## config.mk

```make
export PLATFORM = sky130hd
export DESIGN_NAME = usr_shift_ctrl_flat
export DESIGN_NICKNAME = d
export VERILOG_FILES = /design/src/rtl/usr_shift_ctrl_if.sv /design/src/rtl/usr_shift_ctrl.sv /design/src/flat_wrapper.sv
export SDC_FILE = /design/constraint.sdc
export NUM_CORES = 1
export LEC_CHECK = 0
export CAP_MARGIN = 10
export CELL_PAD_IN_SITES_DETAIL_PLACEMENT = 0
export CELL_PAD_IN_SITES_GLOBAL_PLACEMENT = 1
export CORE_AREA = 2 2 59 61
export DETAILED_ROUTE_END_ITERATION = 6
export DIE_AREA = 0 0 61 63
export PLACE_DENSITY = 0.77
export SLEW_MARGIN = 20
export SYNTH_ARGS = -nofsm -noshare
export SYNTH_HDL_FRONTEND = slang
export SYNTH_SLANG_ARGS = --single-unit
```

## constraint.sdc

```tcl
create_clock -name clk -period 2.35 [get_ports clk]
set_input_delay 0.235 -clock clk [delete_from_list [all_inputs] [get_ports clk]]
set_output_delay 0.235 -clock clk [all_outputs]
set_load 0.02 [all_outputs]
```

## src/rtl/usr_shift_ctrl_if.sv

```systemverilog
// Command/result channel between a requester and usr_shift_ctrl; valid/ready accept, one-cycle done pulse.
// cmd_rotate exists only when USR_ROTATE_EN is defined.
interface usr_shift_ctrl_if #(
    parameter int WIDTH = 4,
    parameter int CNT_W = 3
);
    logic             cmd_valid;
    logic             cmd_ready;
    logic [WIDTH-1:0] cmd_data;
    logic             cmd_dir;
    logic [CNT_W-1:0] cmd_count;
    logic             cmd_fill;
`ifdef USR_ROTATE_EN
    logic             cmd_rotate;
`endif
    logic             done;
    logic [WIDTH-1:0] res_data;

    modport master (
`ifdef USR_ROTATE_EN
        output cmd_rotate,
`endif
        output cmd_valid, cmd_data, cmd_dir, cmd_count, cmd_fill,
        input  cmd_ready, done, res_data
    );

    modport slave (
`ifdef USR_ROTATE_EN
        input  cmd_rotate,
`endif
        input  cmd_valid, cmd_data, cmd_dir, cmd_count, cmd_fill,
        output cmd_ready, done, res_data
    );
endinterface

```

## src/rtl/usr_shift_ctrl.sv

```systemverilog
// USR sequencer: load, cmd_count shifts, hold, then done pulse count+2 cycles after accept; one job in flight, cmd_ready only in IDLE.
// Optional USR_ROTATE_EN: latched cmd_rotate replaces the fill bit with q_in feedback (rotate).
module usr_shift_ctrl #(
    parameter int WIDTH = 4,
    parameter int CNT_W = 3
) (
    input  logic              clk,
    input  logic              rst,
    usr_shift_ctrl_if.slave   cmd,
    input  logic              abort,
    output logic [1:0]        s,
    output logic [WIDTH-1:0]  b,
    output logic              sr,
    output logic              sl,
    input  logic [WIDTH-1:0]  q_in,
    output logic              busy
);
    typedef enum logic [1:0] {IDLE, LOAD, SHIFT, DONE} state_t;

    state_t           state_q, state_d;
    logic [WIDTH-1:0] data_q, data_d;
    logic [WIDTH-1:0] res_q, res_d;
    logic [CNT_W-1:0] cnt_q, cnt_d;
    logic             dir_q, dir_d;
    logic             fill_q, fill_d;
    logic             done_q, done_d;
    logic             accept;
    logic             ser_bit;

    assign cmd.cmd_ready = (state_q == IDLE) & rst;
    assign accept        = cmd.cmd_valid & cmd.cmd_ready;
    assign busy          = (state_q != IDLE);
    assign cmd.done      = done_q;
    assign cmd.res_data  = res_q;

`ifdef USR_ROTATE_EN
    logic rot_q, rot_d;

    always_ff @(posedge clk) begin
        if (!rst) rot_q <= 1'b0;
        else      rot_q <= rot_d;
    end

    always_comb begin
        rot_d = rot_q;
        if (accept) rot_d = cmd.cmd_rotate;
    end

    // Feedback takes the bit about to fall off the far end of the register.
    assign ser_bit = rot_q ? (dir_q ? q_in[WIDTH-1] : q_in[0]) : fill_q;
`else
    assign ser_bit = fill_q;
`endif

    always_ff @(posedge clk) begin
        if (!rst) begin
            state_q <= IDLE;
            data_q  <= '0;
            res_q   <= '0;
            cnt_q   <= '0;
            dir_q   <= 1'b0;
            fill_q  <= 1'b0;
            done_q  <= 1'b0;
        end else begin
            state_q <= state_d;
            data_q  <= data_d;
            res_q   <= res_d;
            cnt_q   <= cnt_d;
            dir_q   <= dir_d;
            fill_q  <= fill_d;
            done_q  <= done_d;
        end
    end

    always_comb begin
        state_d = state_q;
        data_d  = data_q;
        res_d   = res_q;
        cnt_d   = cnt_q;
        dir_d   = dir_q;
        fill_d  = fill_q;
        done_d  = 1'b0;
        case (state_q)
            IDLE: begin
                if (accept) begin
                    data_d  = cmd.cmd_data;
                    dir_d   = cmd.cmd_dir;
                    cnt_d   = cmd.cmd_count;
                    fill_d  = cmd.cmd_fill;
                    state_d = LOAD;
                end
            end
            LOAD:  state_d = (cnt_q != '0) ? SHIFT : DONE;
            SHIFT: begin
                cnt_d = cnt_q - CNT_W'(1);
                if (cnt_q == CNT_W'(1)) state_d = DONE;
            end
            DONE: begin
                res_d   = q_in;
                done_d  = 1'b1;
                state_d = IDLE;
            end
            default: state_d = IDLE;
        endcase
        // Abort wins over every in-flight transition, including the capture in DONE.
        if (abort && state_q != IDLE) begin
            state_d = IDLE;
            res_d   = res_q;
            done_d  = 1'b0;
        end
    end

    always_comb begin
        s  = 2'b00;
        b  = '0;
        sr = 1'b0;
        sl = 1'b0;
        case (state_q)
            LOAD: begin
                s = 2'b11;
                b = data_q;
            end
            SHIFT: begin
                if (dir_q) begin
                    s  = 2'b10;
                    sl = ser_bit;
                end else begin
                    s  = 2'b01;
                    sr = ser_bit;
                end
            end
            default: s = 2'b00;
        endcase
    end
endmodule

```

## src/flat_wrapper.sv

```systemverilog
// flat-port wrapper written by rule: the top's interface ports become plain ports
module usr_shift_ctrl_flat 
#(
    parameter int WIDTH = 4,
    parameter int CNT_W = 3
)
  (clk, rst, abort, s, b, sr, sl, q_in, busy, cmd_cmd_valid, cmd_cmd_data, cmd_cmd_dir, cmd_cmd_count, cmd_cmd_fill, cmd_cmd_ready, cmd_done, cmd_res_data);
  usr_shift_ctrl_if #(.WIDTH(WIDTH), .CNT_W(CNT_W)) cmd_i ();
  input  logic clk;
  input  logic rst;
  input  logic abort;
  output logic [1:0] s;
  output logic [WIDTH-1:0] b;
  output logic sr;
  output logic sl;
  input  logic [WIDTH-1:0] q_in;
  output logic busy;
  input wire logic [$bits(cmd_i.cmd_valid)-1:0] cmd_cmd_valid;
  input wire logic [$bits(cmd_i.cmd_data)-1:0] cmd_cmd_data;
  input wire logic [$bits(cmd_i.cmd_dir)-1:0] cmd_cmd_dir;
  input wire logic [$bits(cmd_i.cmd_count)-1:0] cmd_cmd_count;
  input wire logic [$bits(cmd_i.cmd_fill)-1:0] cmd_cmd_fill;
  output wire logic [$bits(cmd_i.cmd_ready)-1:0] cmd_cmd_ready;
  output wire logic [$bits(cmd_i.done)-1:0] cmd_done;
  output wire logic [$bits(cmd_i.res_data)-1:0] cmd_res_data;
  assign cmd_i.cmd_valid = cmd_cmd_valid;
  assign cmd_i.cmd_data = cmd_cmd_data;
  assign cmd_i.cmd_dir = cmd_cmd_dir;
  assign cmd_i.cmd_count = cmd_cmd_count;
  assign cmd_i.cmd_fill = cmd_cmd_fill;
  assign cmd_cmd_ready = cmd_i.cmd_ready;
  assign cmd_done = cmd_i.done;
  assign cmd_res_data = cmd_i.res_data;
  usr_shift_ctrl #(.WIDTH(WIDTH), .CNT_W(CNT_W)) u_core (.clk(clk), .rst(rst), .cmd(cmd_i), .abort(abort), .s(s), .b(b), .sr(sr), .sl(sl), .q_in(q_in), .busy(busy));
endmodule
```

## After elaboration in Yosys (flattened, before gate mapping)

Cells that the tools add are included.

| word-level totals | value |
|---|---|
| logic and storage cells | 42 |
| register bits | 16 |
| bits of input ports | 17 |

| operators by class | value |
|---|---|
| bitwise operators | 4 |
| reductions and logical operators | 10 |
| mux-type cells | 14 |
| equality and inequality tests | 6 |
| $add $sub $neg | 1 |

Operators by type and width:

| kind | number |
|---|---|
| 2-bit one-hot mux with 4 select lines | 1 |
| 2-bit AND reduction | 4 |
| 1-bit two-way mux | 6 |
| 2-bit two-way mux | 3 |
| 3-bit one-hot mux with 2 select lines | 1 |
| 2-bit equality test (second input constant) | 2 |
| 4-bit two-way mux | 1 |
| 2-bit by 1-bit != test with 1-bit output (second input constant) | 2 |
| 2-bit one-hot mux with 2 select lines | 1 |
| 2-bit nonzero test | 2 |
| 3-bit by 1-bit equality test with 1-bit output (second input constant) | 1 |
| 3-bit two-way mux | 1 |
| 3-bit nonzero test | 1 |
| 3-bit by 1-bit subtractor with 3-bit output (second input constant) | 1 |
| 1-bit bitwise AND | 2 |
| 2-bit by 1-bit equality test with 1-bit output (second input constant) | 1 |
| 2-bit logical NOT | 1 |
| 1-bit inverter | 2 |
| 2-bit OR reduction | 1 |
| 1-bit logical AND | 1 |

## Logic depth before layout (Yosys ltp)

Gate-level depths: netlist of run 1.

| depth | value |
|---|---|
| depth in word-level cells | 5 |
| mapped depth | 7 |
| mapped depth without buffers | 6 |

## Worst setup path after synthesis of run 1

OpenSTA, ideal clock, no wires.

| path | value |
|---|---|
| path type | flip-flop to flip-flop |
| start point | reg u_core.state_q[1] |
| end point | reg u_core.cnt_q[0] |
| arrival | 1.454 ns |
| required time | 2.228 ns |
| library setup time | 0.122 ns |
| slack | 0.774 ns |
| stages on the path, launching flop included | 7 |
| clock period less this slack | 1.576 ns |
| cells stage by stage | dfxtp_1 -> inv_1 -> ha_1 -> buf_6 -> inv_1 -> a21oi_4 -> o311a_1 |

| on the way | value |
|---|---|
| longest elaborated chain between the ends | 5 |
| elaborated cells between the ends (all ways) | 8 |
| those cells by class | 2 x eq/ne; 1 x mux; 2 x bitwise; 3 x reduce/logical |

RTL lines:

| item | line | RTL |
|---|---|---|
| from (decl) | usr_shift_ctrl.sv:20 | `state_t state_q, state_d;` |
| from (signal assigned) | usr_shift_ctrl.sv:65 | `state_q <= state_d;` |
| 2-bit logical NOT | usr_shift_ctrl.sv:30, usr_shift_ctrl.sv:83 |  |
| 1-bit bitwise AND | usr_shift_ctrl.sv:30 | `assign cmd.cmd_ready = (state_q == IDLE) & rst;` |
| 1-bit bitwise AND | usr_shift_ctrl.sv:31 | `assign accept = cmd.cmd_valid & cmd.cmd_ready;` |
| 2-bit by 1-bit != test with 1-bit output (no source line) | -- |  |
| 2-bit AND reduction (no source line) | -- |  |
| to (signal assigned) | usr_shift_ctrl.sv:68 | `cnt_q <= cnt_d;` |
| to (decl) | usr_shift_ctrl.sv:23 | `logic [CNT_W-1:0] cnt_q, cnt_d;` |

Several ways; a longest one is shown, not always the timed one.
A chain may end at the register's enable or synchronous reset.

## Worst setup path after layout of run 1

| path | value |
|---|---|
| start point | reg u_core.state_q[1] |
| end point | out s[1] |

| on the way | value |
|---|---|
| longest elaborated chain between the ends | 2 |
| elaborated cells between the ends (all ways) | 3 |
| those cells by class | 2 x eq/ne; 1 x mux |

RTL lines:

| item | line | RTL |
|---|---|---|
| 2-bit equality test / 2-bit by 1-bit equality test with 1-bit output (equally long branches) | usr_shift_ctrl.sv:118 | `case (state_q)` |
| 2-bit one-hot mux with 2 select lines (*) | usr_shift_ctrl.sv:118 |  |
| to (decl) | flat_wrapper.sv:12 | `output logic [1:0] s;` |

Mark *: on every way between the ends. The rest lies on a longest branch, timed or not.

==> results.yml, run 1 <==
drt:
  wl_per_cell_um: 11.6
  highest_layer: "met3"
  drt-total-wl_um: 2180
  first_iter_violations: 36
  firstDrtPassIters: 3
  wl_met2_um: 1000
  vias_per_cell: 4.46
  drc: 0
  vias: 838
  wl_met1_um: 1040
  wl_met3_um: 136
  ant_nets: 0
die:
  ios: 32
  dieArea_um2: 3840
  die_h_um: 63
  start_util_pct: 28.3
  row_count: 21
  core_um2: 3230
  dieWidth_um: 61
final_layout:
  area_delta_synth_final_pct: 44.4
  fin_area_um2: 1320
  nets: 169
  layout_commonest_cell: "clkdlybuf4s50_1"
  fillers: 351
  final_cell_mix: "clkdlybuf4s50_1, nand2_1, dfxtp_1, a21oi_1, nand3_1"
  antenna_cells: 0
  final_cells: 188
  drive_gt1_share_pct: 10.6
sta:
  fin_crit_sh_pct: 95.5
  rsz0062_at_grt: "no"
  finalSetupViolations: 0
  fmax_mhz: 446
  clock_skew_ns: 0.00411
  setup_tns_ns: 0
  max-slew-margin-rel_pct: 78.2
  slew_viol_final: 0
  final_hold_viol_count: 0
  min_period_ns: 2.24
  worst_slew_pin_slew_ns: 0.326
  fin_ws_ns: 0.107
clocking:
  cts-root-buf: "clkbuf_4"
  post-cts-setup-buffer-count: 0
  clk_pin_slew_ns: 0.10
  clock_sinks: 16
  cts.path.max_buffers: 2
  cts_buffers: 3
  clock_latency_ns: 0.29
  tritoncts: "built"
  cts_max_level: 1
logic_synthesis:
  syn_inst: 108
  synth_warnings: 0
  syn_area_per_cell_um2: 8.46
  syn_area_um2: 913
  synth_cell_type_count: 27
  ys_seq_elements: 16
  syn_nets: 134
  seq_area_frac_synth_pct: 35.1
grt:
  grt_max_degree: 12
  overflow: 0
  antenna_found_initial: 0
  grt_pass1_vias: 805
  track_usage_pct: 12.5
  grt_pass1_wl_um: 3640
power_and_ir_drop:
  max-vdd-ir-drop_v: 0.000454
  p_leak_uw: 0.000506
  p_per_area_nw_per_um2: 856
  power_uw: 1130
placement:
  dp.cells: 184
  dpl.hpwl_um: 1660
  port_buffers: 31
  place_area_um2: 1270
  detailedPlace.worstSlack_ns: 0.323
  globalplace.congestion: 0.749
critical_path:
  worst_ep_arrival_time_ns: 2.01
  cp_data_required_time_ns: 2.12
  crit_type: "reg -> out"
  worstRegToRegCells: 7
  critPathMaxFanout: 6
  start_kind: "flop"
  worstSetupEndpointType: "primary output"
status:
  status: "finished, final reports clean"
hold_path:
  hp-class: "reg -> reg"
  hold_path_depth: 2
run:
  maxCapViolCount: 0
[cells by family (layout without fill, tap and decap cells)]
kind of cell | after synthesis | after routing | synth area share, %
buffers and inverters | 11 | 45 | 6.16
DFF | 16 | 16 | 35.1
and+or+nand+nor | 48 | 48 | 25.6
AOI/OAI and AO/OA | 22 | 22 | 18.6
adders and majority gates | 9 | 9 | 12.3
muxes | 2 | 2 | 2.19
[sequential cells by signal, summed over array words and instances, names as in the netlist]
name	flops
u_core.cmd.res_data	4
u_core.data_q	4
u_core.cnt_q	3
u_core.fill_q	1
u_core.state_q	2
u_core.dir_q	1
u_core.cmd.done	1
[per-stage QoR]
| step | utilization (%) | hold slack [ns] |
|---|---|---|
| final | 40.8 | 0.454 |
| after global routing | 40.8 | 0.485 |
| after CTS | 40.5 | 0.458 |
| after detailed placement | 39.3 | 0.444 |
| after global placement | 39.3 | 0.438 |
| after floorplan | - | 0.366 |
[where the power goes]
group	internal [µW]	leakage (µW)	switching, µW
Sequential	315	0.000131	34.5
Clock	94.4	0.0000210	91.6
Combinational	264	0.000355	330
Total	673	0.000506	456
[synth_stat cells]
cell type / number / share of area, %
nand2b_1: 3 / 2.1
a211oi_2: 1 / 1.4
inv_1: 8 / 3.3
o22ai_1: 1 / 0.69
nand2_1: 16 / 6.6
a21oi_4: 1 / 1.8
ha_1: 9 / 12
nor2b_1: 4 / 2.7
and3_2: 2 / 1.6
o21a_1: 1 / 0.82
buf_6: 2 / 2.5
clkbuf_1: 1 / 0.41
and2_1: 4 / 2.7
nor2_1: 6 / 2.5
o21ai_0: 2 / 1.1
and3_1: 1 / 0.69
a21oi_1: 11 / 6.0
nand3_1: 10 / 5.5
o21ai_2: 1 / 0.96
nor3_1: 1 / 0.55
dfxtp_1: 16 / 35
mux2i_1: 2 / 2.2
a22oi_4: 1 / 2.3
nand2_2: 1 / 0.69
a21boi_0: 1 / 0.82
o311a_1: 1 / 1.1
a221oi_2: 1 / 1.6
[metal layers]
| metal | GRT usage, % | up-vias |
|---|---|---|
| li1 | - | 433 |
| met1 | 16.8 | 377 |
| met2 | 19.4 | 28 |
| met3 | 4.14 | 0 |
| met4 | 2.45 | 0 |
| met5 | 0 | - |
[path summary, 6_finish.rpt]
path,startpoint,to,slack [ns]
worst min-delay path,u_core.data_q[1],u_core.data_q[1],0.45
worst max register to register,u_core.state_q[1],u_core.cnt_q[0],0.60
worst max-delay path,u_core.state_q[1],s[1],0.11
worst min register to register,u_core.data_q[1],u_core.data_q[1],0.45
[cell type report]
type | count | area (µm²) | area share [%]
multi-input combinational | 81 | 549 | 41.7
timing repair buffer | 33 | 325 | 24.7
sequential | 16 | 320 | 24.3
tap | 46 | 57.6 | 4.36
clock buffer | 4 | 36.3 | 2.75
inverter | 8 | 30.0 | 2.28
[worst max-delay path, stage by stage (launching register included)]
cell and delay, ns:
dfxtp_1 0.49, inv_1 0.14, ha_1 0.33, nor2b_1 0.14, clkdlybuf4s50_1 0.61
[timing repair]
item,CTS,global route
gates resized for setup,1,1
cloned,0,0
endpoints found under the setup margin,1,1
hold buffers,0,0
No activity file was read; power rests on OpenSTA's default activity.
==> run 2, diff against run 1 <==
==> constraint.sdc (replaced) <==
create_clock -name clk -period 2.6 [get_ports clk]
set_input_delay 0.26 -clock clk [delete_from_list [all_inputs] [get_ports clk]]
set_output_delay 0.26 -clock clk [all_outputs]
set_load 0.02 [all_outputs]
==> results.yml, run 2 (synthesis results as in run 1) <==
status:
  status: "finished, final reports clean"
drt:
  vias: 823
  vias_per_cell: 4.42
  wl_per_cell_um: 11.4
  drt-total-wl_um: 2120
  drc: 0
  ant_nets: 0
  firstDrtPassIters: 4
  first_iter_violations: 16
critical_path:
  worstRegToRegCells: 5
  critPathMaxFanout: 7
  worst_ep_arrival_time_ns: 2.09
  rr_endpoint: "u_core.cnt_q[0]"
  rrSetupSlack_ns: 0.97
  worstSetupEndpointType: "primary output"
  start_kind: "flop"
  worstReg2RegStart: "u_core.state_q[0]"
  cp_data_required_time_ns: 2.34
  crit_type: "reg -> out"
sta:
  rsz0062_at_grt: "no"
  clock_skew_ns: 0.00313
  max-slew-margin-rel_pct: 76.8
  final_hold_viol_count: 0
  finalSetupViolations: 0
  setup_tns_ns: 0
  fmax_mhz: 426
  slew_viol_final: 0
  fin_crit_sh_pct: 90.3
  min_period_ns: 2.35
  worst_slew_pin_slew_ns: 0.347
final_layout:
  drive_gt1_share_pct: 9.29
  fin_area_um2: 1290
  area_delta_synth_final_pct: 41.0
  final_cells: 186
  layout_commonest_cell: "clkdlybuf4s50_1"
  nets: 168
  final_cell_mix: "clkdlybuf4s50_1, nand2_1, dfxtp_1, a21oi_1, nand3_1"
  multiInputGateArea_um2: 539
  antenna_cells: 0
  seq_area_um2: 320
  fillers: 341
clocking:
  clock_latency_ns: 0.28
  cts-root-buf: "clkbuf_4"
  cts_max_level: 1
  clk_pin_slew_ns: 0.09
  cts.path.max_buffers: 2
  tritoncts: "built"
  cts_buffers: 3
  clock_sinks: 16
grt:
  grt_pass1_wl_um: 3510
  grt_max_degree: 12
  antenna_found_initial: 0
  track_usage_pct: 11.9
  overflow: 0
  grt_pass1_vias: 774
placement:
  place_area_um2: 1260
  dpl.hpwl_um: 1640
  dp.cells: 183
  globalplace.congestion: 0.702
  port_buffers: 31
die:
  ios: 32
  core_um2: 3230
  dieWidth_um: 61
  die_h_um: 63
  dieArea_um2: 3840
  start_util_pct: 28.3
  row_count: 21
power_and_ir_drop:
  p_leak_uw: 0.000493
  p_per_area_nw_per_um2: 750
  max-vdd-ir-drop_v: 0.000324
hold_path:
  holdCritStartpoint: "u_core.data_q[1]"
  hp-class: "reg -> reg"
  hold_path_depth: 2
  whs_endpoint: "u_core.data_q[1]"
run:
  maxCapViolCount: 0
-- run 2: worst max-delay path by stage --
stage,start,end,slack [ns],cells past startpoint
after floorplan,u_core.state_q[1],u_core.cnt_q[0],1.02,6
after global placement,u_core.state_q[0],cmd_cmd_ready,0.54,5
after detailed placement,u_core.state_q[0],cmd_cmd_ready,0.48,5
after CTS,u_core.state_q[0],cmd_cmd_ready,0.14,5
after global routing,u_core.state_q[0],s[0],0.1,5
final,u_core.state_q[0],s[0],0.25,5
-- run 2: metal layers --
| metal | wire, µm | GRT usage [%] | vias up |
|---|---|---|---|
| met4 | 21 | 3.26 | 0 |
| met3 | 172 | 3.93 | 2 |
| met5 | 0 | 0 | - |
| met1 | 996 | 16.2 | 366 |
| met2 | 931 | 17.6 | 26 |
| li1 | - | - | 429 |
-- run 2: report_power, final --
| part | switching (µW) | total (µW) | internal (µW) |
|---|---|---|---|
| logic | 292 | 522 | 230 |
| registers | 29.1 | 314 | 285 |
| clock network | 76.2 | 130 | 53.7 |
-- run 2: repair_timing --
action	CTS	global route
gates resized for setup	0	1
setup buffers	0	0
setup endpoints to repair	0	1
hold buffers	0	0
-- run 2: final cells by class --
class,count,area share [%]
Clock buffer,3,1.75
Inverter,8,2.33
Timing Repair Buffer,32,24.7
Multi-Input combinational cell,81,41.9
Tap cell,46,4.47
Sequential cell,16,24.9
-- run 2: through the flow --
stage          total power, µW  util (%)  hold slack [ns]  setup slack, ns
2_1_floorplan              689         -            0.391             1.02
3_3_place_gp               826      39.1            0.441            0.536
3_5_place_dp               836      39.1            0.442            0.481
4_1_cts                    975      39.8            0.456            0.136
5_1_grt                   1040      39.8            0.471           0.0983
6_report                   966      39.8            0.453            0.251
-- run 2: critical path: stages (launching register included) --
cell and delay, ns:
dfxtp_1 0.34, inv_1 0.18, ha_1 0.40, nor2b_1 0.18, o21a_1 0.11, clkdlybuf4s50_1 0.59
